File: config.mk
export PLATFORM = sky130hd
export DESIGN_NAME = fetch_sequencer
export DESIGN_NICKNAME = d
export VERILOG_FILES = /design/src/rtl/fetch_sequencer_pkg.sv /design/src/rtl/fetch_sequencer_watchdog.sv /design/src/rtl/fetch_sequencer.sv
export SDC_FILE = /design/constraint.sdc
export NUM_CORES = 1
export LEC_CHECK = 0
export ABC_AREA = 1
export CAP_MARGIN = 20
export CORE_MARGIN = 1.5
export CORE_UTILIZATION = 40
export CTS_BUF_LIST = sky130_fd_sc_hd__clkbuf_8
export DETAILED_ROUTE_END_ITERATION = 8
export PLACE_DENSITY = 0.69
export SLEW_MARGIN = 15
export SYNTH_ARGS = -nofsm -noshare
export SYNTH_HDL_FRONTEND = slang
export SYNTH_SLANG_ARGS = --single-unit
File: constraint.sdc
create_clock -name clk -period 1.8 [get_ports clk]
set_input_delay 0.36 -clock clk [delete_from_list [all_inputs] [get_ports clk]]
set_output_delay 0.36 -clock clk [all_outputs]
set_load 0.005 [all_outputs]
File: src/rtl/fetch_sequencer_pkg.sv
`default_nettype none
// ============================================================================
// fetch_sequencer_pkg : fetch FSM state encodings, NOP word, buffer slot type
// Rev 1.0
// ============================================================================
package fetch_sequencer_pkg;

   typedef enum logic [2:0] {
      FS_IDLE  = 3'd0,
      FS_ISSUE = 3'd1,
      FS_WAIT  = 3'd2,
      FS_DROP  = 3'd3,
      FS_HOLD  = 3'd4
   } fs_state_e;

   localparam logic [31:0] FETCH_NOP = 32'h0000_0000;

   typedef struct packed {
      logic        valid;
      logic        adel;
      logic [31:0] pc;
      logic [31:0] instr;
   } fetch_buf_t;

endpackage
`default_nettype wire

File: src/rtl/fetch_sequencer_watchdog.sv
`default_nettype none
// ============================================================================
// fetch_sequencer_watchdog : response timer, active only with FETCH_TIMEOUT_EN
// Rev 1.0
// ============================================================================
module fetch_sequencer_watchdog #(
   parameter int TIMEOUT_CYCLES = 255,
   parameter int TIMEOUT_W      = 8
) (
   input  logic clk,
   input  logic reset,
   input  logic start_i,
   input  logic run_i,
   output logic expired_o
);

`ifdef FETCH_TIMEOUT_EN
   localparam logic [TIMEOUT_W-1:0] LIMIT = TIMEOUT_W'(TIMEOUT_CYCLES - 1);

   logic [TIMEOUT_W-1:0] count_q, count_d;

   assign expired_o = run_i & (count_q == LIMIT);

   always_comb begin
      count_d = count_q;
      if (start_i) begin
         count_d = '0;
      end else if (run_i && !expired_o) begin
         count_d = count_q + TIMEOUT_W'(1);
      end
   end

   always_ff @(posedge clk or negedge reset) begin
      if (!reset) begin
         count_q <= '0;
      end else begin
         count_q <= count_d;
      end
   end
`else
   logic unused_wd;
   assign unused_wd = clk ^ reset ^ start_i ^ run_i ^ ((TIMEOUT_CYCLES > 0) ^ (TIMEOUT_W > 0));
   assign expired_o = 1'b0;
`endif

endmodule
`default_nettype wire

File: src/rtl/fetch_sequencer.sv
`default_nettype none
// ============================================================================
// fetch_sequencer : single-outstanding fetch controller with 1-entry decode
// buffer; FETCH_TIMEOUT_EN adds a response watchdog.            Rev 1.0
// ============================================================================
module fetch_sequencer
   import fetch_sequencer_pkg::*;
#(
   parameter int TIMEOUT_CYCLES = 255,
   parameter int TIMEOUT_W      = 8
) (
   input  logic        clk,
   input  logic        reset,
   input  logic [31:0] pc_i,
   input  logic        adel_i,
   input  logic        redirect_i,
   input  logic        exc_req_i,
   input  logic        id_ready_i,
   output logic        pc_en_o,
   output logic        imem_req_o,
   output logic [31:0] imem_addr_o,
   input  logic        imem_gnt_i,
   input  logic        imem_rvalid_i,
   input  logic [31:0] imem_rdata_i,
   output logic        if_valid_o,
   output logic [31:0] if_instr_o,
   output logic [31:0] if_pc_o,
   output logic        if_adel_o
);

   fs_state_e   state_q, state_d;
   logic        kill_q, kill_d;
   logic        fresh_q, fresh_d;
   logic [31:0] addr_q, addr_d;
   fetch_buf_t  buf_q, buf_d;

   logic        flush, consume, rvalid, timeout, wd_expired;
   logic [31:0] cur_addr;

   assign flush      = redirect_i | exc_req_i;
   assign if_valid_o = (state_q == FS_HOLD) & buf_q.valid & ~flush;
   assign consume    = if_valid_o & id_ready_i;
   assign pc_en_o    = consume | redirect_i;

   // The IFU only settles the new PC on the first ISSUE cycle, so that cycle
   // presents pc_i directly and later cycles replay the captured copy.
   assign cur_addr    = fresh_q ? pc_i : addr_q;
   assign imem_req_o  = (state_q == FS_ISSUE) & ~(fresh_q & adel_i);
   assign imem_addr_o = imem_req_o ? cur_addr : '0;

   assign if_instr_o = buf_q.instr;
   assign if_pc_o    = buf_q.pc;
   assign if_adel_o  = buf_q.adel;

   fetch_sequencer_watchdog #(
      .TIMEOUT_CYCLES (TIMEOUT_CYCLES),
      .TIMEOUT_W      (TIMEOUT_W)
   ) u_watchdog (
      .clk       (clk),
      .reset     (reset),
      .start_i   (imem_req_o & imem_gnt_i),
      .run_i     ((state_q == FS_WAIT) | (state_q == FS_DROP)),
      .expired_o (wd_expired)
   );

`ifdef FETCH_TIMEOUT_EN
   logic stale_q, stale_d;

   // A response that arrives after its fetch timed out is swallowed here.
   assign rvalid  = imem_rvalid_i & ~stale_q;
   assign timeout = wd_expired & ~rvalid;

   always_comb begin
      stale_d = timeout | (stale_q & ~imem_rvalid_i);
   end

   always_ff @(posedge clk or negedge reset) begin
      if (!reset) begin
         stale_q <= 1'b0;
      end else begin
         stale_q <= stale_d;
      end
   end
`else
   logic unused_timeout;
   assign unused_timeout = wd_expired;
   assign rvalid         = imem_rvalid_i;
   assign timeout        = 1'b0;
`endif

   always_comb begin
      state_d = state_q;
      kill_d  = kill_q;
      fresh_d = 1'b0;
      addr_d  = addr_q;
      buf_d   = buf_q;
      case (state_q)
         FS_IDLE: begin
            state_d = FS_ISSUE;
            fresh_d = 1'b1;
         end
         FS_ISSUE: begin
            if (fresh_q && adel_i) begin
               if (flush) begin
                  fresh_d = 1'b1;
               end else begin
                  buf_d.valid = 1'b1;
                  buf_d.adel  = 1'b1;
                  buf_d.pc    = pc_i;
                  buf_d.instr = FETCH_NOP;
                  state_d     = FS_HOLD;
               end
            end else begin
               addr_d = cur_addr;
               kill_d = kill_q | flush;
               if (imem_gnt_i) begin
                  state_d = (kill_q | flush) ? FS_DROP : FS_WAIT;
                  kill_d  = 1'b0;
               end
            end
         end
         FS_WAIT: begin
            if (rvalid || timeout) begin
               if (flush) begin
                  state_d = FS_ISSUE;
                  fresh_d = 1'b1;
               end else begin
                  buf_d.valid = 1'b1;
                  buf_d.adel  = ~rvalid;
                  buf_d.pc    = addr_q;
                  buf_d.instr = rvalid ? imem_rdata_i : FETCH_NOP;
                  state_d     = FS_HOLD;
               end
            end else if (flush) begin
               state_d = FS_DROP;
            end
         end
         FS_DROP: begin
            // A killed fetch that times out is abandoned, never delivered.
            if (rvalid || timeout) begin
               state_d = FS_ISSUE;
               fresh_d = 1'b1;
            end
         end
         FS_HOLD: begin
            if (flush || consume) begin
               buf_d.valid = 1'b0;
               state_d     = FS_ISSUE;
               fresh_d     = 1'b1;
            end
         end
         default: begin
            state_d = FS_IDLE;
         end
      endcase
   end

   always_ff @(posedge clk or negedge reset) begin
      if (!reset) begin
         state_q <= FS_IDLE;
         kill_q  <= 1'b0;
         fresh_q <= 1'b0;
         addr_q  <= '0;
         buf_q   <= '0;
      end else begin
         state_q <= state_d;
         kill_q  <= kill_d;
         fresh_q <= fresh_d;
         addr_q  <= addr_d;
         buf_q   <= buf_d;
      end
   end

endmodule
`default_nettype wire

# After elaboration in Yosys (flattened, before gate mapping)
# Cells that the tools add are included.
# word_totals
register_bits,103
in_bits,72
out_inout_bits,100
wordCells,68
# op_classes
eq_ne,13
mux,26
n_bitwise,12
reduce_logical,9
# ops
cell,count
$mux W66,4
$pmux W65 S2,1
$mux W32,2
$mux W3,8
$pmux W3 S5,1
$reduce_and A5 Y1,2
$mux W1,8
$ne A2 B2 Y1 const B,4
$eq A3 B2 Y1 const B,2
$ne A3 B3 Y1 const B,2
$reduce_and A6 Y1,1
$and A1 B1 Y1,5
$pmux W1 S5,1
$ne A2 B1 Y1 const B,2
$not A1 Y1,4
$eq A3 B1 Y1 const B,1
$eq A3 B3 Y1 const B,1
$logic_not A3 Y1,1
$ne A3 B2 Y1 const B,1
$or A1 B1 Y1,3
$pmux W1 S3,1
$reduce_bool A3 Y1,1
$reduce_and A2 Y1,1
$reduce_bool A2 Y1,1
2 further kinds,2

# Logic depth before layout (Yosys ltp)
# logic_depth
word_depth,7
ltp_mapped,11
mapped_depth_nobuf,9

# Worst setup path after synthesis
# No wires, ideal clock.
# synth_path
kind,register -> output
startpoint,reg state_q[2]
endpoint,out imem_addr_o[10]
arrival_time_ps,1169
required_time_ps,1440
path_slack_ps,271
path_stages_with_launch,7
path_cell_list,dfrtp_1 > inv_2 > nand3_2 > nor2_4 > inv_2 > clkbuf_1 > nor2_1
# synth_via
elab_chain_cells,3
# synth_lines
element,line_no,rtl
start: declaration,fetch_sequencer.sv:31,"fs_state_e state_q, state_d;"
start signal: assignment,fetch_sequencer.sv:166,state_q <= state_d;
$eq A3 B1 Y1,fetch_sequencer.sv:48,assign imem_req_o = (state_q == FS_ISSUE) & ~(fresh_q & adel_i);
$and A1 B1 Y1,fetch_sequencer.sv:48,
$mux W32,fetch_sequencer.sv:49,assign imem_addr_o = imem_req_o ? cur_addr : '0;
end: declaration,fetch_sequencer.sv:21,"output logic [31:0] imem_addr_o,"
# Every way passes these cells.

# Final worst setup path
# layout_path
startpoint,reg fresh_q
endpoint,out imem_addr_o[11]
# layout_via
elab_chain_cells,4
elab_cells_between_ends,5
# layout_lines
element,line_no,rtl
start: declaration,fetch_sequencer.sv:33,"logic fresh_q, fresh_d;"
start signal: assignment,fetch_sequencer.sv:168,fresh_q <= fresh_d;
$and A1 B1 Y1,fetch_sequencer.sv:48,
$not A1 Y1,fetch_sequencer.sv:48,
$and A1 B1 Y1,fetch_sequencer.sv:48,
$mux W32 *,fetch_sequencer.sv:49,
# Every way passes the cells marked *; elsewhere a longest branch is shown, timed or not.

==> load_flow_metrics.sql <==
INSERT INTO impl_metrics (metric_group, metric, value, unit) VALUES
('layout', 'total_inserted_antenna_cells', '0', ''),
('die', 'floorplan.rows', '42', ''),
('global_routing', 'first_global_vias', '4887', ''),
('power_and_ir_drop', 'share_clk_of_total_power', '11.6', '%'),
('critical_path', 'worst-r2r-cell-count', '12', ''),
('placement', 'routabilityCongestion', '0.894', ''),
('global_routing', 'number_of_antenna_violations_at_the_first_check_in_global_routing', '0', ''),
('synth', 'synth-warning-count', '0', ''),
('die', 'design.core.area', '13200', 'µm²'),
('layout', 'fillers', '1116', ''),
('critical_path', 'regToRegSetupSlack', '0.02', 'ns'),
('synth', 'synth_cell_types', '23', ''),
('routing', 'vias', '4900', ''),
('critical_path', 'critical_register_to_register_path_startpoint', 'state_q[2]', ''),
('layout', 'stdcell_area', '7930', 'µm²'),
('timing', 'finalWorstPathRequiredPeriod', '2.00', 'ns'),
('critical_path', 'crit_slowest_cell', 'dfrtp_2', ''),
('synth', 'synth_largest_area_cell', 'dfrtp_1', ''),
('layout', 'layout-area-overhead-vs-synth', '46.9', '%'),
('routing', 'detail_routed_net_length_per_standard_cell', '15.5', 'µm'),
('power_and_ir_drop', 'comb_power_share', '59.2', '%'),
('power_and_ir_drop', 'switching_power', '5.33', 'mW'),
('critical_path', 'cp.arrival', '1.63', 'ns'),
('timing', 'grt_setup_unrepaired', 'yes', ''),
('timing', 'maxSlewHeadroom', '68.4', '%'),
('clock_network', 'clkSinkCount', '103', ''),
('die', 'chipWidth', '119', 'µm'),
('layout', 'final_layout_size_suffix_gt1_share', '24.3', '%'),
('run_status', 'violated_checks', 'negative setup slack', ''),
('clock_network', 'cts.path.max_buffers', '2', ''),
('timing', 'setup_slack', '-0.195', 'ns'),
('clock_network', 'insertion_delay', '0.37', 'ns'),
('die', 'floorplan.die.height', '119', 'µm'),
('die', 'initial_core_utilization', '40.9', '%'),
('timing', 'clock.fmax', '0.501', 'GHz'),
('clock_network', 'clock_tree.root_cell', 'clkbuf_8', ''),
('clock_network', 'htreeDepth', '3', ''),
('synth', 'mappedNetlistNets', '765', ''),
('routing', 'wirelength', '15600', 'µm'),
('timing', 'final_min_period_over_clock_period', '111', '%'),
('critical_path', 'max_stage_delay', '0.43', 'ns'),
('critical_path', 'crit_required', '1.44', 'ns'),
('job', 'drv_cap', '0', ''),
('critical_path', 'critical-path-top-delay-family', 'buffers and inverters', ''),
('timing', 'hold_violations', '0', ''),
('synth', 'post_synth_inst_count', '693', ''),
('global_routing', 'globalRouteOverflowTotal', '0', ''),
('power_and_ir_drop', 'internal_power', '7.71', 'mW'),
('critical_path', 'worstPathMaxFanout', '8', ''),
('run_status', 'outcome', 'complete, but fails checks', ''),
('power_and_ir_drop', 'cellLeakagePower', '3.78', 'nW'),
('routing', 'vias_per_cell', '4.87', ''),
('timing', 'hold_ws', '0.467', 'ns'),
('routing', 'detail_route.first_pass.iterations', '6', ''),
('routing', 'drt_iter0_drc', '280', ''),
('synth', 'synth.ff_latch_count', '103', ''),
('timing', 'tightestPinTransition', '0.474', 'ns'),
('worst_hold_path', 'holdCritPathClass', 'primary input to async pin', ''),
('synth', 'synth_top_area_share', '47.8', '%'),
('timing', 'setup_viol', '46', ''),
('placement', 'hpwl_after_detailed_placement', '9990', 'µm'),
('critical_path', 'worst-setup-path-type', 'register to primary output', ''),
('placement', 'dpl-instance-area', '6980', 'µm²'),
('synth', 'syn-mean-instance-area', '7.79', 'µm²'),
('layout', 'finalCoreUtilization', '60.1', '%'),
('routing', 'post-route-drc-count', '0', ''),
('clock_network', 'cts-buffers-inserted', '9', ''),
('layout', 'finalNetCount', '897', ''),
('global_routing', 'grt_max_degree', '48', ''),
('placement', 'buffer_ports.inserted', '171', ''),
('power_and_ir_drop', 'share_seq_of_total_power', '29.2', '%');
-- repair_timing --
item,CTS,global route
gates cloned,6,2
gates resized for setup,288,15
setup endpoints to repair,35,99
hold buffers,1,0
endpoints found under the hold margin,31,0
setup buffers,6,1
pin swaps,36,3
-- registers in the layout, indices dropped and copies added, names as in the netlist --
register / count
addr_q: 32
if_instr_o: 32
if_pc_o: 32
state_q: 3
buf_q: 1
fresh_q: 1
if_adel_o: 1
kill_q: 1
-- power by group through the flow --
stage	Clock (mW)	Sequential, mW	Combinational, mW
after detailed placement	0	3.84	5.86
after floorplan	0	3.72	3.74
final	1.52	3.80	7.72
after global placement	0	3.80	5.78
after CTS	1.56	3.81	7.47
after global routing	1.64	3.92	8.36
-- synth_stat cells --
master and number:
nand3_2 2, nand2_1 221, a21oi_1 33, inv_2 6, o21bai_1 32, buf_2 7, buf_1 6, nor3_1 2
dfrtp_1 103, nand4_1 2, buf_6 5, inv_1 41, o21ai_0 34, and2_1 1, a31oi_1 1, nor2_4 1
nand2_2 1, clkbuf_1 12, nand3_1 36, o211ai_1 1, buf_4 71, nor2_2 1, nor2_1 74
-- per-layer routing --
layer / track usage [%] / part of all wire, %
met1: 26.6 / 41
met2: 36.1 / 48
met3: 4.12 / 6.2
met4: 12.7 / 4.4
met5: 0 / 0
-- worst max-delay path by stage --
stage,to
after floorplan,imem_addr_o[10]
after global placement,imem_addr_o[7]
after detailed placement,imem_addr_o[3]
after CTS,imem_addr_o[19]
after global routing,imem_addr_o[11]
final,imem_addr_o[11]
-- worst reg2reg max path: cells and delay by family (launching register included) --
| family | cells | cell delay, ns |
|---|---|---|
| and+or+nand+nor | 6 | 0.53 |
| DFF | 1 | 0.40 |
| buffers and inverters | 6 | 0.74 |
-- layout by cell type, fill, tap and decap left out, types with 2 or more instances in the layout --
cell type	n
buf_6	2
nor2_1	21
nor2_4	47
inv_2	6
clkbuf_8	11
nand2_1	220
clkinv_2	2
dfrtp_1	102
clkdlybuf4s50_1	135
a21oi_2	19
buf_4	32
nand3_1	36
nor2_2	8
nand4_1	2
clkbuf_16	2
a21oi_4	13
buf_16	6
buf_2	35
o21bai_1	32
buf_12	9
inv_1	40
nand2_2	2
o21ai_0	34
-- area by class of cell --
cell class | count | area [µm²] | area share (%)
Clock buffer | 11 | 151 | 1.91
Multi-Input combinational cell | 442 | 2540 | 32.1
Clock inverter | 5 | 56.3 | 0.710
Sequential cell | 103 | 2580 | 32.5
Timing Repair Buffer | 222 | 2190 | 27.7
Inverter | 47 | 181 | 2.29
Tap cell | 176 | 220 | 2.78
-- per-stage QoR --
| step | TNS, ns | cells | worst slack (ns) | power (mW) |
|---|---|---|---|---|
| after floorplan | 0 | 693 | 0.271 | 7.45 |
| after global placement | -35.36 | 975 | -0.511 | 9.58 |
| after detailed placement | -38.64 | 975 | -0.556 | 9.70 |
| after CTS | -4.93 | 1003 | -0.181 | 12.8 |
| after global routing | -11.49 | 1006 | -0.272 | 13.9 |
| final | -4.53 | 1006 | -0.195 | 13.0 |
-- logic make-up (layout without fill, tap and decap cells) --
group                  Yosys count  in the layout  synth area share (%)
and+or+nand+nor                341            341                  25.2
buffers and inverters          148            285                  16.1
DFF                            103            103                  47.8
AOI/OAI and AO/OA              101            101                  10.9
(Power assumes the default switching activity.)
